===== src/rtl/riscv_pkg.sv =====
// riscv_pkg: shared encodings for the RV32I multi-cycle sequencer.
//   - RV32I major opcodes (IR[6:0])
//   - sequencer state enum (values are visible on the debug state port)
//   - pc_sel / wb_sel / alu_op select encodings
//   - is_legal_op(): the opcode set the sequencer accepts
package riscv_pkg;

  localparam logic [6:0] OP_R      = 7'b0110011;
  localparam logic [6:0] OP_IMM    = 7'b0010011;
  localparam logic [6:0] OP_LOAD   = 7'b0000011;
  localparam logic [6:0] OP_STORE  = 7'b0100011;
  localparam logic [6:0] OP_BRANCH = 7'b1100011;
  localparam logic [6:0] OP_JAL    = 7'b1101111;
  localparam logic [6:0] OP_JALR   = 7'b1100111;
  localparam logic [6:0] OP_LUI    = 7'b0110111;
  localparam logic [6:0] OP_AUIPC  = 7'b0010111;

  typedef enum logic [2:0] {
    ST_FETCH  = 3'd0,
    ST_DECODE = 3'd1,
    ST_EXEC   = 3'd2,
    ST_MEM    = 3'd3,
    ST_WB     = 3'd4,
    ST_TRAP   = 3'd5
  } state_e;

  localparam logic [1:0] PC_PLUS4 = 2'b00;
  localparam logic [1:0] PC_IMM   = 2'b01;
  localparam logic [1:0] PC_ALU   = 2'b10;

  localparam logic [1:0] WB_ALU   = 2'b00;
  localparam logic [1:0] WB_MEM   = 2'b01;
  localparam logic [1:0] WB_PC4   = 2'b10;

  localparam logic [1:0] ALU_ADD   = 2'b00;
  localparam logic [1:0] ALU_BR    = 2'b01;
  localparam logic [1:0] ALU_FUNCT = 2'b10;

  function automatic logic is_legal_op(input logic [6:0] op);
    case (op)
      OP_R, OP_IMM, OP_LOAD, OP_STORE, OP_BRANCH,
      OP_JAL, OP_JALR, OP_LUI, OP_AUIPC: is_legal_op = 1'b1;
      default:                           is_legal_op = 1'b0;
    endcase
  endfunction

endpackage


===== src/rtl/mem_wait_timer.sv =====
// mem_wait_timer: counts memory wait cycles and flags a stall timeout.
//   clk      in  clock
//   rst      in  synchronous active-high reset
//   clear    in  restart the count (state change)
//   count_en in  this cycle is a wait cycle (access pending, no mem_ready)
//   expired  out this wait cycle is number MEM_TIMEOUT; never set when
//                MEM_TIMEOUT == 0
module mem_wait_timer #(
  parameter int MEM_TIMEOUT = 255
) (
  input  logic clk,
  input  logic rst,
  input  logic clear,
  input  logic count_en,
  output logic expired
);

  localparam int CW = (MEM_TIMEOUT < 1) ? 1 : $clog2(MEM_TIMEOUT + 1);
  localparam logic [CW-1:0] SAT  = CW'(MEM_TIMEOUT);
  // cnt_q holds the number of earlier wait cycles, so the Nth wait sees N-1
  localparam logic [CW-1:0] LAST = (MEM_TIMEOUT < 1) ? '0 : CW'(MEM_TIMEOUT - 1);

  logic [CW-1:0] cnt_q, cnt_d;

  always_comb begin
    cnt_d = cnt_q;
    if (clear)                        cnt_d = '0;
    else if (count_en && cnt_q != SAT) cnt_d = cnt_q + 1'b1;
  end

  always_ff @(posedge clk) begin
    if (rst) cnt_q <= '0;
    else     cnt_q <= cnt_d;
  end

  assign expired = (MEM_TIMEOUT != 0) && count_en && (cnt_q >= LAST);

endmodule


===== src/rtl/multicycle_ctrl.sv =====
// multicycle_ctrl: RV32I multi-cycle sequencer (FETCH/DECODE/EXEC/MEM/WB)
// over one shared variable-latency memory port.
//   clk, rst           clock, synchronous active-high reset
//   opcode             IR[6:0], valid from DECODE onward
//   mem_ready          current memory access completes this cycle
//   branch_taken       ALU branch condition, valid in EXEC
//   pc_we, pc_sel      PC load and next-PC source
//   ir_we              latch fetched word into IR
//   mem_req/we/addr_sel memory handshake and address source
//   alu_src, alu_op    ALU operand B source and operation class
//   reg_we, wb_sel     register write and write-back source
//   instr_retired      one-cycle commit pulse
//   fault              sticky illegal-opcode / memory-timeout flag
//   state              current state (debug)
// All outputs are forced low while rst is high so an in-flight access is
// abandoned in the very cycle reset is sampled.
module multicycle_ctrl
  import riscv_pkg::*;
#(
  parameter int MEM_TIMEOUT = 255
) (
  input  logic       clk,
  input  logic       rst,
  input  logic [6:0] opcode,
  input  logic       mem_ready,
  input  logic       branch_taken,
  output logic       pc_we,
  output logic [1:0] pc_sel,
  output logic       ir_we,
  output logic       mem_req,
  output logic       mem_we,
  output logic       mem_addr_sel,
  output logic       alu_src,
  output logic [1:0] alu_op,
  output logic       reg_we,
  output logic [1:0] wb_sel,
  output logic       instr_retired,
  output logic       fault,
  output logic [2:0] state
);

  state_e state_q, state_d;
  logic   fault_q, fault_d;
  logic   tmr_expired;

  wire in_access = (state_q == ST_FETCH) || (state_q == ST_MEM);

  mem_wait_timer #(.MEM_TIMEOUT(MEM_TIMEOUT)) u_timer (
    .clk      (clk),
    .rst      (rst),
    .clear    (state_d != state_q),
    .count_en (in_access && !mem_ready),
    .expired  (tmr_expired)
  );

  always_comb begin
    state_d       = state_q;
    pc_we         = 1'b0;
    pc_sel        = PC_PLUS4;
    ir_we         = 1'b0;
    mem_req       = 1'b0;
    mem_we        = 1'b0;
    mem_addr_sel  = 1'b0;
    alu_src       = 1'b0;
    alu_op        = ALU_ADD;
    reg_we        = 1'b0;
    wb_sel        = WB_ALU;
    instr_retired = 1'b0;
    if (!rst) begin
      case (state_q)
        ST_FETCH: begin
          mem_req = 1'b1;
          if (mem_ready) begin
            ir_we   = 1'b1;
            state_d = ST_DECODE;
          end else if (tmr_expired) begin
            state_d = ST_TRAP;
          end
        end
        ST_DECODE: state_d = is_legal_op(opcode) ? ST_EXEC : ST_TRAP;
        ST_EXEC: begin
          case (opcode)
            OP_R: begin
              alu_op  = ALU_FUNCT;
              state_d = ST_WB;
            end
            OP_IMM, OP_LUI, OP_AUIPC: begin
              alu_src = 1'b1;
              state_d = ST_WB;
            end
            OP_LOAD, OP_STORE: begin
              alu_src = 1'b1;
              state_d = ST_MEM;
            end
            OP_BRANCH: begin
              alu_op        = ALU_BR;
              pc_we         = 1'b1;
              pc_sel        = branch_taken ? PC_IMM : PC_PLUS4;
              instr_retired = 1'b1;
              state_d       = ST_FETCH;
            end
            OP_JALR: begin
              // rs1 + imm is the jump target consumed in WB
              alu_src = 1'b1;
              state_d = ST_WB;
            end
            OP_JAL:  state_d = ST_WB;
            default: state_d = ST_TRAP;
          endcase
        end
        ST_MEM: begin
          mem_req      = 1'b1;
          mem_addr_sel = 1'b1;
          mem_we       = (opcode == OP_STORE);
          if (mem_ready) begin
            if (opcode == OP_STORE) begin
              pc_we         = 1'b1;
              instr_retired = 1'b1;
              state_d       = ST_FETCH;
            end else begin
              state_d = ST_WB;
            end
          end else if (tmr_expired) begin
            state_d = ST_TRAP;
          end
        end
        ST_WB: begin
          reg_we        = 1'b1;
          pc_we         = 1'b1;
          instr_retired = 1'b1;
          wb_sel        = (opcode == OP_LOAD) ? WB_MEM :
                          (opcode == OP_JAL || opcode == OP_JALR) ? WB_PC4 : WB_ALU;
          pc_sel        = (opcode == OP_JAL)  ? PC_IMM :
                          (opcode == OP_JALR) ? PC_ALU : PC_PLUS4;
          state_d       = ST_FETCH;
        end
        ST_TRAP: state_d = ST_TRAP;
        default: state_d = ST_TRAP;
      endcase
    end
  end

  assign fault_d = fault_q || (state_d == ST_TRAP);

  always_ff @(posedge clk) begin
    if (rst) begin
      state_q <= ST_FETCH;
      fault_q <= 1'b0;
    end else begin
      state_q <= state_d;
      fault_q <= fault_d;
    end
  end

  assign fault = fault_q && !rst;
  assign state = rst ? 3'd0 : state_q;

endmodule


===== config.mk =====
export PLATFORM = sky130hd
export DESIGN_NAME = multicycle_ctrl
export DESIGN_NICKNAME = d
export VERILOG_FILES = /design/src/rtl/riscv_pkg.sv /design/src/rtl/mem_wait_timer.sv /design/src/rtl/multicycle_ctrl.sv
export SDC_FILE = /design/constraint.sdc
export NUM_CORES = 1
export LEC_CHECK = 0
export ABC_AREA = 1
export CAP_MARGIN = 20
export CELL_PAD_IN_SITES_DETAIL_PLACEMENT = 0
export CELL_PAD_IN_SITES_GLOBAL_PLACEMENT = 2
export CORE_AREA = 2 2 72 74
export CTS_CLUSTER_DIAMETER = 150
export DETAILED_ROUTE_END_ITERATION = 10
export DIE_AREA = 0 0 74 76
export PLACE_DENSITY = 0.84
export SLEW_MARGIN = 10
export SYNTH_ARGS = -nofsm -noshare
export SYNTH_HDL_FRONTEND = slang
export SYNTH_SLANG_ARGS = --single-unit

===== constraint.sdc =====
create_clock -name clk -period 3.3 [get_ports clk]
set_input_delay 0.825 -clock clk [delete_from_list [all_inputs] [get_ports clk]]
set_output_delay 0.825 -clock clk [all_outputs]
set_load 0.05 [all_outputs]

== After elaboration in Yosys (flattened, before gate mapping) ==
Cells that the tools add are included.

* $add $sub $neg: 1
* $lt $le $gt $ge: 1
* Eq/ne operators: 16
* Multiplexer cells: 44
* Reductions and logical operators: 16

{| class="wikitable"
|+ Operators with widths
! operator !! count
|-
| two-way mux 1 bit || 23
|-
| == test 7 x 6 -> 1 bit, second input constant || 3
|-
| == test 7 bit, second input constant || 3
|-
| two-way mux 3 bit || 7
|-
| two-way mux 2 bit || 9
|-
| case mux 3 bit (5 select lines) || 1
|-
| == test 7 x 5 -> 1 bit, second input constant || 2
|-
| OR reduction 6 bit || 2
|-
| case mux 3 bit (3 select lines) || 1
|-
| OR reduction 9 bit || 1
|-
| adder 8 x 1 -> 8 bit, second input constant || 1
|-
| >= comparator 8 bit, second input constant || 1
|-
| != test 8 bit, second input constant || 1
|-
| case mux 2 bit (2 select lines) || 2
|-
| == test 7 x 2 -> 1 bit, second input constant || 1
|-
| == test 3 x 2 -> 1 bit, second input constant || 2
|-
| == test 3 bit, second input constant || 2
|-
| OR reduction 2 bit || 3
|-
| logical AND 1 bit || 4
|-
| == test 3 x 1 -> 1 bit, second input constant || 1
|-
| logical NOT 3 bit || 1
|-
| logical OR 1 bit || 3
|-
| != test 3 bit || 1
|-
| case mux 1 bit (3 select lines) || 1
|-
| logical NOT 1 bit || 2
|}

* Bits in registers: 12
* Bits of input ports: 11
* Output and inout bits: 18
* Logic and storage cells: 81

== Logic depth before layout (Yosys ltp) ==
* Depth after elaboration: 10
* Depth in mapped cells: 14
* Gate-level depth less buffers: 14

== Cells and area by module ==
Synthesis repeated with hierarchy kept, for this count alone.

* Cells, all modules: 198
* Area, all modules: 1128.6 um^2

{| class="wikitable"
|+ By module, submodules not included
! module !! times used !! cells an instance !! area each (um^2) !! sequential area each (um^2)
|-
| multicycle_ctrl || 1 || 128 || 669.4 || 80.1
|-
| mem_wait_timer || 1 || 70 || 459.2 || 160.2
|}

== Worst setup path after synthesis ==
Ideal clock, no wire load.

* Path type: in2out
* Start: in rst
* End: out wb_sel[1]
* Data arrival time: 3.318 ns
* Data required time: 2.475 ns
* Path slack: -0.843 ns
* Stages on the path: 6
* Buffers on the path: 1
* Cell sequence: clkbuf_1 -> nor2_1 -> nand2_1 -> inv_1 -> nand2_1 -> a21oi_1

* Longest elaborated chain between the ends: 1

{| class="wikitable"
|+ RTL lines
! item !! RTL line !! RTL
|-
| start: declaration || multicycle_ctrl.sv:23 || <nowiki>input logic rst,</nowiki>
|-
| two-way mux 2 bit || multicycle_ctrl.sv:69 || <nowiki>if (!rst) begin</nowiki>
|-
| end: declaration || multicycle_ctrl.sv:36 || <nowiki>output logic [1:0] wb_sel,</nowiki>
|}

No other way between the ends.

== Worst setup path after layout ==
* Start: in opcode[0]
* End: out mem_we

* Longest elaborated chain between the ends: 3

{| class="wikitable"
|+ RTL lines
! item !! RTL line !! RTL
|-
| start: declaration || multicycle_ctrl.sv:24 || <nowiki>input logic [6:0] opcode,</nowiki>
|-
| == test 7 x 6 -> 1 bit || multicycle_ctrl.sv:114 || <nowiki>mem_we = (opcode == OP_STORE);</nowiki>
|-
| two-way mux 1 bit || multicycle_ctrl.sv:70 || <nowiki>case (state_q)</nowiki>
|-
| two-way mux 1 bit || multicycle_ctrl.sv:69 ||
|-
| end: declaration || multicycle_ctrl.sv:31 || <nowiki>output logic mem_we,</nowiki>
|}

No other way between the ends.

==> metrics.txt <==
nets 240; drt via density 4.15; final period utilization 95.7%; WP data arrival 2.33 ns; R2R setup slack 1.40 ns; Hold Vio Cnt, Final 0; Vias 1228; Final Non-Filler Cells 296; Max FO, Critical Path 5; Routed WL 2930 um; synth top area cells dfxtp_1, nand2_1, inv_1; status finished clean; maximum buffer depth of the clock tree 2; vias in the first global route 1172; top post-synthesis cells by count nand2_1, inv_1, nor2_1; GRT Total Usage 11.3%; Synth Net Count 201; worst skew pair latency 0.24 ns; initial antenna violation count 0; DP HPWL 2400 um; Least-Margin Pin Slew 0.440 ns; worst vdd ir 0.200 mV; CTS tree yes; reg2reg path depth 13; Final ANT Viol Nets 0; worst hold-check path type flop to flop; MaxCap Viol Count 0; Slew headroom 70.6%; Synth Flop Type dfxtp_1; row count 26; Static Leak 0.816 nW; critical hold path startpoint fault_q$_SDFF_PP0_; cts hold-fix bufs 0; Routed wire per std cell 9.91 um; fmax 317 MHz; drt drc 0; pin count of the biggest net entering global routing 11; Netlist cell types 27; total negative slack 0 ns; Post-Place Cells 292; Pwr Density 275 nW/um^2; ys async rst share 0%; synthesized area 1180 um^2; Slew Limit Fails 0; Final Skew 0.00126 ns; fin crit period 3.16 ns; YS warnings 0; clock sinks 12; reg2reg end u_timer.cnt_q[1]$_SDFFE_PP0P_; FF-to-FF Start u_timer.cnt_q[0]$_SDFFE_PP0P_; post-CTS resize count 0; critical path class input pin to output port; setup bufs post-CTS 0; hold path cells 2; area share of the largest cell type after synthesis 20.3%; number of antenna diodes 0; detailed-router iteration count before antenna repair 4; critical path required time 2.47 ns; RSZ-0062 raised after global routing false; worst hold endpoint fault_q$_SDFF_PP0_; die area 5620 um^2; setup violators final 0; #FFs+latches synth 12; Gate Count Post-Synth 188; count of input and output buffers 28; register area share after synthesis 20.3%; Synth Area per Inst 6.28 um^2; share of layout cells above drive strength 1 31.0%; most frequent cell after synthesis nand2_1; total CTS buffers 3; CP Launch Type input pin; initial core utilization 24.0%; Routability Congestion 0.774; H-tree depth 1; Iteration-0 DRC Markers 32; die width 74 um; die height 76 um; CP endpoint kind output port; IO Count 29; cell taking the most area after synthesis dfxtp_1; Worst-path clk slew 0.05 ns; Root Buffer clkbuf_8; first-pass GRT wire length 5120 um; synthesis-to-finish area growth 57.6%; total grt overflow 0; core area 4910 um^2; number of flops mapped to enable cells by yosys 0
==> how the worst max path moves through the flow <==
stage / startpoint / end / slack, ns / cells after the start
3_5_place_dp: opcode[4] / pc_sel[0] / 0.04 / 9
6_report: opcode[0] / mem_we / 0.14 / 6
3_3_place_gp: opcode[4] / pc_sel[0] / 0.09 / 9
5_1_grt: opcode[0] / pc_we / 0.008 / 9
2_1_floorplan: rst / pc_sel[0] / 0.03 / 4
4_1_cts: opcode[4] / pc_sel[0] / 0.03 / 9
==> through the flow <==
step                power [W]  instance area (um^2)  setup WS (ns)  hold slack, ns  utilization [%]
floorplan            0.000280                  1200         0.0250           0.421                -
global placement     0.000355                  1800         0.0926           0.443             36.6
detailed placement   0.000354                  1800         0.0380           0.441             36.6
CTS                  0.000520                  1850         0.0312           0.454             37.7
global route         0.000542                  1860        0.00808           0.480             37.9
finish               0.000511                  1860          0.143           0.448             37.9
==> worst max-delay path, cell delays in order <==
cell,delay (ns)
clkdlybuf4s50_1,0.47
nand2_1,0.10
nor2_2,0.22
nand3_1,0.19
nor3_1,0.33
buf_12,0.19
==> registers in the layout (all words and copies together) (netlist names) <==
signal,flops
state_q,3
fault_q,1
u_timer.cnt_q,8
==> logic make-up (layout without fill, tap and decap cells) <==
family	count (synthesis)	after routing	share of synthesized area [%]
AOI/OAI and AO/OA	9	9	4.55
xor gates and xnor gates	7	7	5.19
adders and majority gates	2	2	2.12
buffers and inverters	37	75	12.4
DFF	12	12	20.3
and+or+nand+nor	121	121	55.4
==> layout make-up <==
class | instances | area [um^2]
fill | 530 | 3050
multi-input combinational | 139 | 823
timing repair buffer | 37 | 528
sequential | 12 | 240
inverter | 34 | 128
tap | 70 | 87.6
clock buffer | 4 | 55.1
==> per-layer routing <==
layer / global-route usage [%] / wire length (um)
met1: 16.5 / 1520
met3: 1.19 / 88
met5: 0 / 0
met2: 17.1 / 1270
met4: 3.82 / 47
==> where the power goes <==
part	internal (W)	switching [W]	total (W)
Combinational	0.0000747	0.000114	0.000189
Sequential	0.000152	0.00000910	0.000161
Clock	0.000106	0.0000559	0.000161
Total	0.000332	0.000179	0.000511
==> cell usage in the layout (no fill, tap or decap) <==
| cell | count |
|---|---|
| nand2_2 | 5 |
| nand3_1 | 13 |
| nor2_4 | 6 |
| nor3_1 | 6 |
| a31oi_1 | 1 |
| a22oi_1 | 1 |
| nor2_1 | 25 |
| buf_4 | 9 |
| o21ai_1 | 1 |
| or2_0 | 1 |
| buf_12 | 18 |
| nand4_1 | 5 |
| nand3_2 | 2 |
| xor2_1 | 5 |
| nor2_2 | 4 |
| inv_2 | 7 |
| clkdlybuf4s50_1 | 10 |
| dfxtp_1 | 12 |
| nand4_2 | 1 |
| a22oi_2 | 1 |
| o211ai_1 | 1 |
| ha_1 | 2 |
| nand2_1 | 41 |
| clkbuf_8 | 4 |
| a21oi_4 | 1 |
| nor3_2 | 9 |
| xnor2_1 | 2 |
| inv_1 | 27 |
| a21oi_1 | 3 |
| nand3_4 | 1 |
| nand2_4 | 2 |
Note: power is estimated with default switching activity, not from simulation.
